==> config.mk <==
export PLATFORM = sky130hd
export DESIGN_NAME = scratch_bist
export DESIGN_NICKNAME = d
export VERILOG_FILES = /design/src/rtl/scratch_bist.sv
export SDC_FILE = /design/constraint.sdc
export NUM_CORES = 1
export LEC_CHECK = 0
export BUFFER_PORTS_ARGS = -buffer_cell sky130_fd_sc_hd__buf_2
export CORE_MARGIN = 3
export CORE_UTILIZATION = 45
export CTS_BUF_LIST = sky130_fd_sc_hd__clkbuf_16
export DETAILED_ROUTE_END_ITERATION = 10
export GPL_TIMING_DRIVEN = 0
export PLACE_DENSITY = 0.77
export SYNTH_ARGS = -nofsm -noshare
export SYNTH_HDL_FRONTEND = slang
export SYNTH_SLANG_ARGS = --single-unit
export TNS_END_PERCENT = 10
==> constraint.sdc <==
create_clock -name CLK -period 1.8 [get_ports CLK]
set_input_delay 0.45 -clock CLK [delete_from_list [all_inputs] [get_ports CLK]]
set_output_delay 0.45 -clock CLK [all_outputs]
set_load 0.02 [all_outputs]
==> src/rtl/scratch_bist.sv <==
// March-style BIST for the 256x10 scratch RAM: write/read PAT_A, then write/read ~PAT_A.
// Reports a sticky fail flag, first-failure capture and a total mismatch count.
module scratch_bist #(
    parameter logic [9:0] PAT_A = 10'h0FC
) (
    input  logic       CLK,
    input  logic       RST,
    input  logic       START,
    output logic [7:0] BIST_ADDR,
    output logic [9:0] BIST_DATA,
    output logic       BIST_WE,
    input  logic [9:0] RAM_DATA,
    output logic       BUSY,
    output logic       DONE,
    output logic       FAIL,
    output logic [7:0] FAIL_ADDR,
    output logic [9:0] FAIL_DATA,
    output logic       FAIL_PHASE,
    output logic [9:0] ERR_COUNT
);
    localparam logic [9:0] PAT_B = ~PAT_A;

    typedef enum logic [2:0] {
        S_IDLE, S_WR_A, S_RD_A, S_WR_B, S_RD_B, S_DONE
    } state_t;

    state_t     state, next_state;
    logic [7:0] addr_cnt;
    logic       last_addr;
    logic       start_ok;
    logic       rd_phase;
    logic       mismatch;

    assign last_addr = (addr_cnt == 8'hFF);
    assign start_ok  = START && (state == S_IDLE || state == S_DONE);
    assign rd_phase  = (state == S_RD_A) || (state == S_RD_B);
    // RAM read is combinational, so compare against the pattern driven this cycle
    assign mismatch  = rd_phase && (RAM_DATA != BIST_DATA);

    always_ff @(posedge CLK) begin
        if (RST)
            state <= S_IDLE;
        else
            state <= next_state;
    end

    always_comb begin
        next_state = state;
        case (state)
            S_IDLE:  if (START) next_state = S_WR_A;
            S_WR_A:  if (last_addr) next_state = S_RD_A;
            S_RD_A:  if (last_addr) next_state = S_WR_B;
            S_WR_B:  if (last_addr) next_state = S_RD_B;
            S_RD_B:  if (last_addr) next_state = S_DONE;
            S_DONE:  if (START) next_state = S_WR_A;
            default: next_state = S_IDLE;
        endcase
    end

    always_comb begin
        BIST_ADDR = addr_cnt;
        BIST_DATA = 10'd0;
        BIST_WE   = 1'b0;
        BUSY      = 1'b0;
        DONE      = 1'b0;
        case (state)
            S_WR_A: begin BIST_DATA = PAT_A; BIST_WE = 1'b1; BUSY = 1'b1; end
            S_RD_A: begin BIST_DATA = PAT_A; BUSY = 1'b1; end
            S_WR_B: begin BIST_DATA = PAT_B; BIST_WE = 1'b1; BUSY = 1'b1; end
            S_RD_B: begin BIST_DATA = PAT_B; BUSY = 1'b1; end
            S_DONE: DONE = 1'b1;
            default: ;
        endcase
    end

    // Counter wraps naturally at 255, which lines up with each phase change
    always_ff @(posedge CLK) begin
        if (RST || start_ok) begin
            addr_cnt   <= 8'd0;
            FAIL       <= 1'b0;
            FAIL_ADDR  <= 8'd0;
            FAIL_DATA  <= 10'd0;
            FAIL_PHASE <= 1'b0;
            ERR_COUNT  <= 10'd0;
        end else begin
            if (BUSY)
                addr_cnt <= addr_cnt + 8'd1;
            if (mismatch) begin
                ERR_COUNT <= ERR_COUNT + 10'd1;
                if (!FAIL) begin
                    FAIL       <= 1'b1;
                    FAIL_ADDR  <= addr_cnt;
                    FAIL_DATA  <= RAM_DATA;
                    FAIL_PHASE <= (state == S_RD_B);
                end
            end
        end
    end
endmodule

# Word-level counts from Yosys, hierarchy flattened
# Index checks and enable logic that the tools add are counted.
# op_classes
add_sub_neg,2
n_mul,0
div_mod_pow,0
magnitude_cmp,0
eq_ne,12
shift,0
mux,10
bitwise_logic,1
n_reduce_logical,13
# op_table
operator,count
$pmux 10 s2,1
$mux 3,5
$pmux 3 s5,1
$add 10x1->10 const B,1
$ne 10x10->1,1
$add 8x1->8 const B,1
$eq 8x8->1 const B,1
$ne 2x2->1 const B,4
$reduce_or 2->1,4
$eq 3x2->1 const B,2
$eq 3x3->1 const B,2
$reduce_and 5->1,1
$reduce_or 4->1,1
$eq 3x1->1 const B,1
$logic_not 3->1,1
$logic_or 1x1->1,3
$mux 1,3
$logic_and 1x1->1,2
$ne 2x1->1 const B,1
$reduce_and 2->1,1
$not 1->1,1
# totals
reg_bits,41
latch_bits,0
mem_bits_rw,0
romBits,0
inputBits,13
word_cells,45
mem_count,0

# Longest topological paths before layout
# Gate-level depths: netlist (run 1).
# depth
ltp_word,6
ltp_mapped,8
ltp_nobuf,6

# Worst setup path after synthesis (run 1)
# No wires, ideal clock.
# synth_path
path_type,reg2reg
from,register state[2]
to,register ERR_COUNT[8]
setup_time_ps,70
t_arrival_ps,1889
path_slack_ps,-159
path_stages_with_launch,7
n_path_buf,1
synth_period_minus_slack_ps,1959
cell_sequence,dfxtp_1 > or3b_1 > and3_1 > o22a_1 > buf_2 > or4_1 > a21oi_1
# synth_between
elab_chain_len,5
# synth_rtl
element,line,source
"start, declared",27,"state_t state, next_state;"
"start signal, assigned",44,state <= next_state;
$eq 3x3->1 (tied with other cells),"36, 66",
$reduce_or 2->1 (no line),--,
$pmux 10 s2,66,case (state)
$ne 10x10->1,38,assign mismatch = rd_phase && (RAM_DATA != BIST_DATA);
$logic_and 1x1->1,38,
"end signal, assigned",89,ERR_COUNT <= ERR_COUNT + 10'd1;
"end, declared",19,output logic [9:0] ERR_COUNT
# Several ways; a longest one is shown, not always the timed one.
# A chain may end at the register's enable or synchronous reset.

# Worst setup path after layout (run 1)
# layout_path
from,register state[2]
to,register ERR_COUNT[9]
# Same word-level chain as after synthesis.

==> reports/qor.yml, run 1 <==
yosys:
  netlist-cell-type-count: 40
  synth_cells: 243
  synthesis.nets: 258
  post-synth-top-count-cell: "sky130_fd_sc_hd__dfxtp_1"
  yosys_register_bits: 41
  synth.yosys.seq_area_share_pct: 41.9
  async_reset_ff_share_pct: 0
  post_synth_edffs: 0
  synth_top_area_share_pct: 41.9
  ys_warn_count: 0
  syn_avg_cell_area_um2: 8.07
  synth_top_area_cell: "sky130_fd_sc_hd__dfxtp_1"
  syn-cell-area_um2: 1960
  synthTopCellsByArea: "sky130_fd_sc_hd__dfxtp_1, sky130_fd_sc_hd__a21oi_1, sky130_fd_sc_hd__nand3_1"
  synth_ff_type: "sky130_fd_sc_hd__dfxtp_1"
  synth_commonest_cells: "sky130_fd_sc_hd__dfxtp_1, sky130_fd_sc_hd__a21oi_1, sky130_fd_sc_hd__nand3_1, sky130_fd_sc_hd__o21ai_0, sky130_fd_sc_hd__nor2_1"
power_and_ir_drop:
  netSwitchingFraction_pct: 22.4
  vdd.ir_drop.worst_uv: 547
  power_density_nw_per_um2: 684
  clock_power_share_pct: 43.3
  internal_power_w: 0.00147
  flop_pwr_share_pct: 48.4
  comb_power_share_pct: 8.3
  power.leakage_nw: 1.17
  total_net_switching_power_w: 0.000424
timing:
  timing_worst_slew_pin_value_ns: 0.480
  layout_setup_ws_ns: -0.130
  final.setup_skew_ns: 0.00552
  fin_crit_sh_pct: 107
  timing.setup.tns_ns: -1.51
  rsz0062_at_grt: "yes"
  fmaxAchievable_ghz: 0.518
  final-max-slew-violation-count: 0
  final-hold-violation-count: 0
  layout_min_cycle_time_ns: 1.93
  max_slew_margin_pct: 68.0
  final-setup-viol-count: 32
clock_network:
  clock-root-buffer: "sky130_fd_sc_hd__clkbuf_16"
  cts-buffers-inserted: 5
  postCtsHoldBufs: 0
  clkLatencyLatePin_ns: 0.28
  ctsHtreeMaxLevel: 2
  tritoncts: "yes"
  max-clock-path-buffers: 2
  path_clk_slew_ns: 0.06
  clkSinkCount: 41
cells_and_area:
  flow.area_growth_from_synthesis_pct: 41.4
  final_nets: 333
  post_route_cells_drive_above_1_share_pct: 40.9
  antenna_cells: 0
  post_route_cell_area_um2: 2770
  fin_util_pct: 67.4
global_route:
  global_route.usage.total_pct: 22.5
  via_count_of_the_first_global_routing_pass: 2022
  grt_antenna_before_repair: 0
  gr-total-overflow: 0
  global_route_wire_length_before_repair_um: 9200
  pin_count_of_the_biggest_net_entering_global_routing: 12
run:
  maxCapViolCount: 0
critical_path:
  cp_slowest_cell: "sky130_fd_sc_hd__or3b_4"
  reg2reg_depth: 6
  crit_required_ns: 2.02
  timing.setup.critical_path_class: "reg -> reg"
  ff2ff_setup_slack_ns: -0.13
  critPathMaxFanout: 5
  wp_data_arrival_ns: 2.15
  cpLargestDelayFamily: "simple AND/OR/NAND/NOR gates"
  critical_path.reg2reg.endpoint: "ERR_COUNT[9]"
  timing.critical_path.slowest_cell_delay_ns: 0.41
  critical_path_buf_inv_count: 1
  worstSetupEndpointType: "flop"
  critical_path.reg2reg.startpoint: "state[2]"
  worst_setup_path_start_kind: "flop"
  crit_path_cell_trace: "or3b_4 -> and3_4 -> o22a_4 -> buf_6 -> or4_1 -> a21oi_1"
floorplanning:
  coreArea_um2: 4120
  num_io_pins: 64
  fp.dieArea_um2: 5180
  floorplan.initialDensity_pct: 47.6
  floorplan_die_width_um: 72.0
  die_h_um: 72.0
  placement_row_count: 23
route:
  drt_first_iter_violations: 161
  via_density: 5.79
  route.vias.total: 2130
  route.antenna.remaining_nets: 0
  firstDrtPassIters: 4
  route.detailed.drc: 0
  routed_len_inst_um: 15.1
  detail_route.wirelength_um: 5560
place:
  buffer_ports.inserted: 63
  place_hpwl_um: 3760
  placedInstanceArea_um2: 2360
  routabilityCongestion: 0.852
min_path:
  hold_start: "RST"
  min_to: "state[2]"
  timing.hold.worst.class: "in -> reg"
  hold_crit_depth: 2
outcome:
  outcome: "complete, but fails checks"
  failed_checks: "setup timing"
==> power groups by stage <==
stage / Sequential (W) / Combinational [W] / Clock (W)
4_1_cts: 0.000918 / 0.000137 / 0.000833
3_5_place_dp: 0.000936 / 0.000128 / 0
6_report: 0.000917 / 0.000158 / 0.000821
3_3_place_gp: 0.000936 / 0.000127 / 0
2_1_floorplan: 0.000938 / 0.0000763 / 0
5_1_grt: 0.000916 / 0.000171 / 0.000880
==> registers in the layout (all words and copies together), names as in the netlist <==
register    count
FAIL_PHASE      1
FAIL_ADDR       8
BIST_ADDR       8
FAIL_DATA      10
FAIL            1
ERR_COUNT      10
state           3
==> kinds of logic (layout without fill, tap and decap cells) <==
family	after synthesis	after routing	synth area share (%)
AND/OR/NAND/NOR	90	90	24.0
AO/OA/AOI/OAI	73	73	21.5
flip-flops	41	41	41.9
buffers and inverters	28	103	7.34
XOR/XNOR	9	9	4.02
adder cells (fa/ha/maj)	2	2	1.28
==> layout by cell type, fill, tap and decap left out, types with 6 or more instances in the layout <==
cell and instances:
sky130_fd_sc_hd__nand2_1 11, sky130_fd_sc_hd__buf_2 64, sky130_fd_sc_hd__a21oi_1 27, sky130_fd_sc_hd__nand3_1 26, sky130_fd_sc_hd__dfxtp_1 38, sky130_fd_sc_hd__buf_6 7, sky130_fd_sc_hd__o21ai_2 7, sky130_fd_sc_hd__buf_4 13
sky130_fd_sc_hd__o21ai_0 13, sky130_fd_sc_hd__nand4_1 6, sky130_fd_sc_hd__nor2_1 11, sky130_fd_sc_hd__clkbuf_16 6
==> layout make-up <==
| class | instances | area [µm²] |
|---|---|---|
| clock inverters | 2 | 7.51 |
| multi-input cells | 174 | 1150 |
| fillers | 346 | 1340 |
| well taps | 50 | 62.6 |
| inverters | 2 | 7.51 |
| plain buffers | 25 | 203 |
| repair buffers | 69 | 387 |
| flip-flops and latches | 41 | 827 |
| clock buffers | 5 | 125 |
==> worst max path at each step <==
stage | end | cells past startpoint | startpoint | slack [ns]
2_1_floorplan | FAIL_PHASE | 6 | state[2] | -0.02
5_1_grt | ERR_COUNT[8] | 6 | state[2] | -0.17
3_5_place_dp | FAIL_ADDR[0] | 8 | RAM_DATA[2] | -0.43
3_3_place_gp | FAIL_DATA[7] | 8 | RAM_DATA[2] | -0.39
4_1_cts | ERR_COUNT[3] | 6 | state[2] | -0.11
6_report | ERR_COUNT[9] | 6 | state[2] | -0.13
==> routing by layer <==
layer | vias up | wire, µm | global-route usage, %
met5 | - | 0 | 0
met2 | 82 | 2640 | 36.8
met3 | 11 | 379 | 5.12
met1 | 1009 | 2450 | 28.4
li1 | 1028 | - | -
met4 | 0 | 88 | 9.81
==> repair_timing <==
item                       4_1_cts  5_1_grt
gates resized for setup         47       34
pin swaps                       16        2
setup endpoints to repair       51       45
gates cloned                     1        0
setup buffers                    4        1
==> per-stage QoR <==
| stage | total power, W | std cells | setup WS, ns | hold WS, ns |
|---|---|---|---|---|
| after detailed placement | 0.00106 | 356 | -0.425 | 0.467 |
| final | 0.00190 | 368 | -0.130 | 0.399 |
| after global placement | 0.00106 | 356 | -0.395 | 0.461 |
| after global routing | 0.00197 | 368 | -0.173 | 0.409 |
| after CTS | 0.00189 | 367 | -0.110 | 0.385 |
| after floorplan | 0.00101 | 243 | -0.0245 | 0.514 |
(Power assumes the default switching activity.)
==> run 2: changes to the inputs <==
Settings changed: CAP_MARGIN from default to 0, CORE_MARGIN 3 to default.
==> reports/qor.yml, run 2 (synthesis results as in run 1) <==
outcome:
  outcome: "complete, but fails checks"
  failed_checks: "setup timing"
critical_path:
  critPathMaxFanout: 5
  wp_data_arrival_ns: 2.17
  crit_required_ns: 2.02
  timing.setup.critical_path_class: "reg -> reg"
  cpLargestDelayFamily: "simple AND/OR/NAND/NOR gates"
  worst_setup_path_start_kind: "flop"
  crit_path_cell_trace: "or3b_4 -> and3_4 -> o22a_4 -> buf_6 -> or4_4 -> a21oi_2"
  timing.critical_path.slowest_cell_delay_ns: 0.42
  cp_slowest_cell: "sky130_fd_sc_hd__or3b_4"
  critical_path_buf_inv_count: 1
  worstSetupEndpointType: "flop"
floorplanning:
  floorplan_die_width_um: 68.0
  die_h_um: 68.0
  coreArea_um2: 4090
  num_io_pins: 64
  placement_row_count: 23
  floorplan.initialDensity_pct: 48.0
  fp.dieArea_um2: 4620
power_and_ir_drop:
  power.leakage_nw: 1.19
  clock_power_share_pct: 48.0
  flop_pwr_share_pct: 44.5
  total_net_switching_power_w: 0.000446
  vdd.ir_drop.worst_uv: 494
  internal_power_w: 0.00162
  power_density_nw_per_um2: 737
  netSwitchingFraction_pct: 21.6
  comb_power_share_pct: 7.5
cells_and_area:
  post_route_cells_drive_above_1_share_pct: 40.1
  nFillCells: 326
  biggestRegsByFlops: "ERR_COUNT x10, FAIL_DATA x10"
  antenna_cells: 0
  most-common-layout-cells: "sky130_fd_sc_hd__buf_2, sky130_fd_sc_hd__dfxtp_1, sky130_fd_sc_hd__a21oi_1, sky130_fd_sc_hd__nand3_1, sky130_fd_sc_hd__buf_4"
  final_nets: 334
  post_route_cell_area_um2: 2800
  flow.area_growth_from_synthesis_pct: 42.8
  layout.cells.most_common: "sky130_fd_sc_hd__buf_2"
route:
  drt_first_iter_violations: 156
  route.detailed.drc: 0
  route.vias.total: 2133
  via_density: 5.78
  route.antenna.remaining_nets: 0
  firstDrtPassIters: 4
  routed_len_inst_um: 15.9
  detail_route.wirelength_um: 5880
clock_network:
  cts-buffers-inserted: 5
  tritoncts: "yes"
  postCtsHoldBufs: 0
  clkSinkCount: 41
  max-clock-path-buffers: 2
  clock-root-buffer: "sky130_fd_sc_hd__clkbuf_16"
  ctsHtreeMaxLevel: 2
  path_clk_slew_ns: 0.06
  clkLatencyLatePin_ns: 0.28
timing:
  fin_crit_sh_pct: 108
  final-setup-viol-count: 19
  final-max-slew-violation-count: 0
  timing_worst_slew_pin_value_ns: 0.458
  layout_min_cycle_time_ns: 1.95
  layout_setup_ws_ns: -0.148
  fmaxAchievable_ghz: 0.513
  final.setup_skew_ns: 0.00456
  rsz0062_at_grt: "yes"
  max_slew_margin_pct: 69.5
  final-hold-violation-count: 0
place:
  place_worst_setup_slack_ns: -0.432
  routabilityCongestion: 0.842
  place_hpwl_um: 3680
  buffer_ports.inserted: 63
  placedInstanceArea_um2: 2360
min_path:
  timing.hold.worst.class: "in -> reg"
global_route:
  via_count_of_the_first_global_routing_pass: 1854
  grt_antenna_before_repair: 0
  pin_count_of_the_biggest_net_entering_global_routing: 13
  global_route_wire_length_before_repair_um: 8900
  gr-total-overflow: 0
  global_route.usage.total_pct: 26.0
run:
  maxCapViolCount: 0
-- run 2: final timing paths --
kind	from	end	slack, ns	depth (start not counted)
worst min register to register	FAIL_DATA[7]	FAIL_DATA[7]	0.46	2
worst max register to register	state[0]	ERR_COUNT[3]	-0.15	6
worst max-delay path	state[0]	ERR_COUNT[3]	-0.15	6
worst min-delay path	RST	state[2]	0.39	2
-- run 2: metal layers --
layer | up-vias | GRT usage (%) | wire length, µm
met5 | - | 0 | 0
met4 | 0 | 7.81 | 74
met3 | 10 | 6.00 | 391
met2 | 84 | 43.6 | 2880
met1 | 1011 | 32.7 | 2530
li1 | 1028 | - | -
-- run 2: per-stage QoR --
step           hold WS (ns)  utilization, %  power (W)  TNS [ns]  std cells
2_1_floorplan         0.514               -    0.00101    -0.108        243
3_3_place_gp          0.458            57.7    0.00106    -11.19        356
3_5_place_dp          0.464            57.7    0.00106    -11.27        356
4_1_cts               0.397            65.4    0.00205     -1.58        368
5_1_grt               0.409            68.5    0.00212     -2.90        369
6_report              0.395            68.5    0.00206     -1.60        369
-- run 2: layout make-up --
type	instances	area [µm²]	area share, %
plain buffers	25	205	7.33
clock buffers	5	125	4.47
clock inverters	2	35.0	1.25
inverters	2	7.51	0.268
multi-input cells	174	1130	40.4
flip-flops and latches	41	826	29.5
well taps	50	62.6	2.23
repair buffers	70	408	14.6
-- run 2: repair_timing --
item                       4_1_cts  5_1_grt
pin swaps                        5       18
buffers inserted                 5        0
cloned                           1        1
hold endpoints to repair         0        0
gates resized for setup         39       40
setup endpoints to repair       51       45
-- run 2: power groups by stage --
| stage | logic (W) | registers (W) | clock network [W] |
|---|---|---|---|
| after CTS | 0.000141 | 0.000918 | 0.000988 |
| after detailed placement | 0.000128 | 0.000936 | 0 |
| after global routing | 0.000165 | 0.000919 | 0.00104 |
| after global placement | 0.000127 | 0.000936 | 0 |
| after floorplan | 0.0000763 | 0.000938 | 0 |
| final | 0.000154 | 0.000920 | 0.000991 |
==> run 3: changes to the inputs <==
Settings changed: MAX_ROUTING_LAYER from default to met4.
==> reports/qor.yml, run 3 (synthesis results as in run 1) <==
outcome:
  outcome: "complete, but fails checks"
  failed_checks: "setup timing"
route:
  via_density: 5.84
  detail_route.wirelength_um: 5980
  detailroute.wirelength.met3_um: 345
  route.antenna.remaining_nets: 0
  m1WireLength_um: 2610
  top_layer: "met4"
  firstDrtPassIters: 4
  route.vias.total: 2156
  routed_len_inst_um: 16.2
  drt_first_iter_violations: 139
  wl_met2_um: 2960
  route.detailed.drc: 0
min_path:
  min_to: "state[2]"
  hold_crit_depth: 2
  timing.hold.worst.class: "in -> reg"
  hold_start: "RST"
global_route:
  global_route.usage.total_pct: 26.7
  global_route_wire_length_before_repair_um: 8900
  gr-total-overflow: 0
  grt_antenna_before_repair: 0
  via_count_of_the_first_global_routing_pass: 1851
  pin_count_of_the_biggest_net_entering_global_routing: 13
cells_and_area:
  nFillCells: 329
  final_nets: 334
  layout.cells.most_common: "sky130_fd_sc_hd__buf_2"
  biggestRegsByFlops: "ERR_COUNT x10, FAIL_DATA x10"
  flow.area_growth_from_synthesis_pct: 42.4
  multiInputGateArea_um2: 1120
  post_route_cell_area_um2: 2790
  post_route_cells_drive_above_1_share_pct: 39.5
  fin_cells: 369
  seqCellArea_um2: 826
  most-common-layout-cells: "sky130_fd_sc_hd__buf_2, sky130_fd_sc_hd__dfxtp_1, sky130_fd_sc_hd__a21oi_1, sky130_fd_sc_hd__nand3_1, sky130_fd_sc_hd__buf_4"
  fin_util_pct: 68.3
  antenna_cells: 0
floorplanning:
  floorplan.initialDensity_pct: 48.0
  die_h_um: 68.0
  num_io_pins: 64
  coreArea_um2: 4090
  placement_row_count: 23
  floorplan_die_width_um: 68.0
  fp.dieArea_um2: 4620
place:
  place_hpwl_um: 3680
  placed_cells: 356
  buffer_ports.inserted: 63
  placedInstanceArea_um2: 2360
  routabilityCongestion: 0.855
run:
  maxCapViolCount: 0
power_and_ir_drop:
  vdd.ir_drop.worst_uv: 500
  power_density_nw_per_um2: 738
  power.leakage_nw: 1.19
  power_w: 0.00206
timing:
  final-max-slew-violation-count: 0
  final-setup-viol-count: 20
  fin_crit_sh_pct: 109
  rsz0062_at_grt: "yes"
  layout_min_cycle_time_ns: 1.95
  fmaxAchievable_ghz: 0.512
  final-hold-violation-count: 0
  final.setup_skew_ns: 0.00452
  max_slew_margin_pct: 66.6
  layout_setup_ws_ns: -0.153
  timing_worst_slew_pin_value_ns: 0.501
critical_path:
  crit_required_ns: 2.02
  cp_slowest_cell: "sky130_fd_sc_hd__or3b_4"
  wp_data_arrival_ns: 2.17
  critical_path.reg2reg.endpoint: "ERR_COUNT[3]"
  worst_setup_path_start_kind: "flop"
  timing.setup.critical_path_class: "reg -> reg"
  reg2reg_depth: 6
  crit_path_cell_trace: "or3b_4 -> and3_4 -> o22a_4 -> buf_6 -> or4_4 -> a21oi_2"
  critPathMaxFanout: 5
  timing.critical_path.slowest_cell_delay_ns: 0.42
  critical_path.reg2reg.startpoint: "state[0]"
  ff2ff_setup_slack_ns: -0.15
  worstSetupEndpointType: "flop"
clock_network:
  path_clk_slew_ns: 0.06
  ctsHtreeMaxLevel: 2
  tritoncts: "yes"
  cts-buffers-inserted: 5
  clock-root-buffer: "sky130_fd_sc_hd__clkbuf_16"
  clkSinkCount: 41
  clkLatencyLatePin_ns: 0.28
  max-clock-path-buffers: 2
==> run 3: cell counts in the layout (fill, tap and decap cells not counted) <==
No cell type changed its count.
==> run 3: timing repair <==
item | 4_1_cts | 5_1_grt
endpoints found under the setup margin | 51 | 45
hold buffers | 0 | 0
pin swaps | 5 | 19
resized for setup | 39 | 39
gates cloned | 1 | 1
setup buffers | 5 | 0
==> run 3: critical path: cells and delay by family, from the launching register on <==
family | cells | cell delay, ns
buf+inv | 1 | 0.13
compound gates | 2 | 0.38
simple gates | 3 | 1.02
flops | 1 | 0.36
==> run 3: worst max path at each step <==
stage                      from            to  cells after the start
floorplan              state[2]    FAIL_PHASE                      6
global placement    RAM_DATA[0]  FAIL_DATA[7]                      8
detailed placement  RAM_DATA[2]  ERR_COUNT[2]                      8
CTS                    state[0]  ERR_COUNT[9]                      6
global route           state[0]  ERR_COUNT[3]                      6
finish                 state[0]  ERR_COUNT[3]                      6
==> run 3: report_power, final <==
part / switching (W) / leakage, nW / internal [W]
sequential: 0.00000737 / 0.332 / 0.000912
clock: 0.000345 / 0.0797 / 0.000643
combinational: 0.0000901 / 0.775 / 0.0000636
==> run 3: metrics by stage <==
| stage | setup TNS, ns | hold slack (ns) | worst slack (ns) |
|---|---|---|---|
| after floorplan | -0.108 | 0.514 | -0.0245 |
| after global placement | -11.19 | 0.458 | -0.389 |
| after detailed placement | -11.27 | 0.464 | -0.432 |
| after CTS | -1.58 | 0.397 | -0.120 |
| after global routing | -2.87 | 0.410 | -0.183 |
| final | -1.63 | 0.401 | -0.153 |
==> run 3: area by class of cell <==
| cell class | instances | share of cell area, % |
|---|---|---|
| inverter | 2 | 0.269 |
| tap | 50 | 2.24 |
| timing repair buffer | 70 | 14.6 |
| clock buffer | 5 | 4.48 |
| buffer | 25 | 7.35 |
| multi-input combinational | 174 | 40.2 |
| sequential | 41 | 29.6 |
| clock inverter | 2 | 1.25 |
==> run 3: routing by layer <==
| metal | vias up | track usage, % |
|---|---|---|
| met1 | 1029 | 33.2 |
| met3 | 10 | 5.00 |
| met5 | - | - |
| li1 | 1033 | - |
| met4 | 0 | 7.81 |
| met2 | 84 | 43.6 |
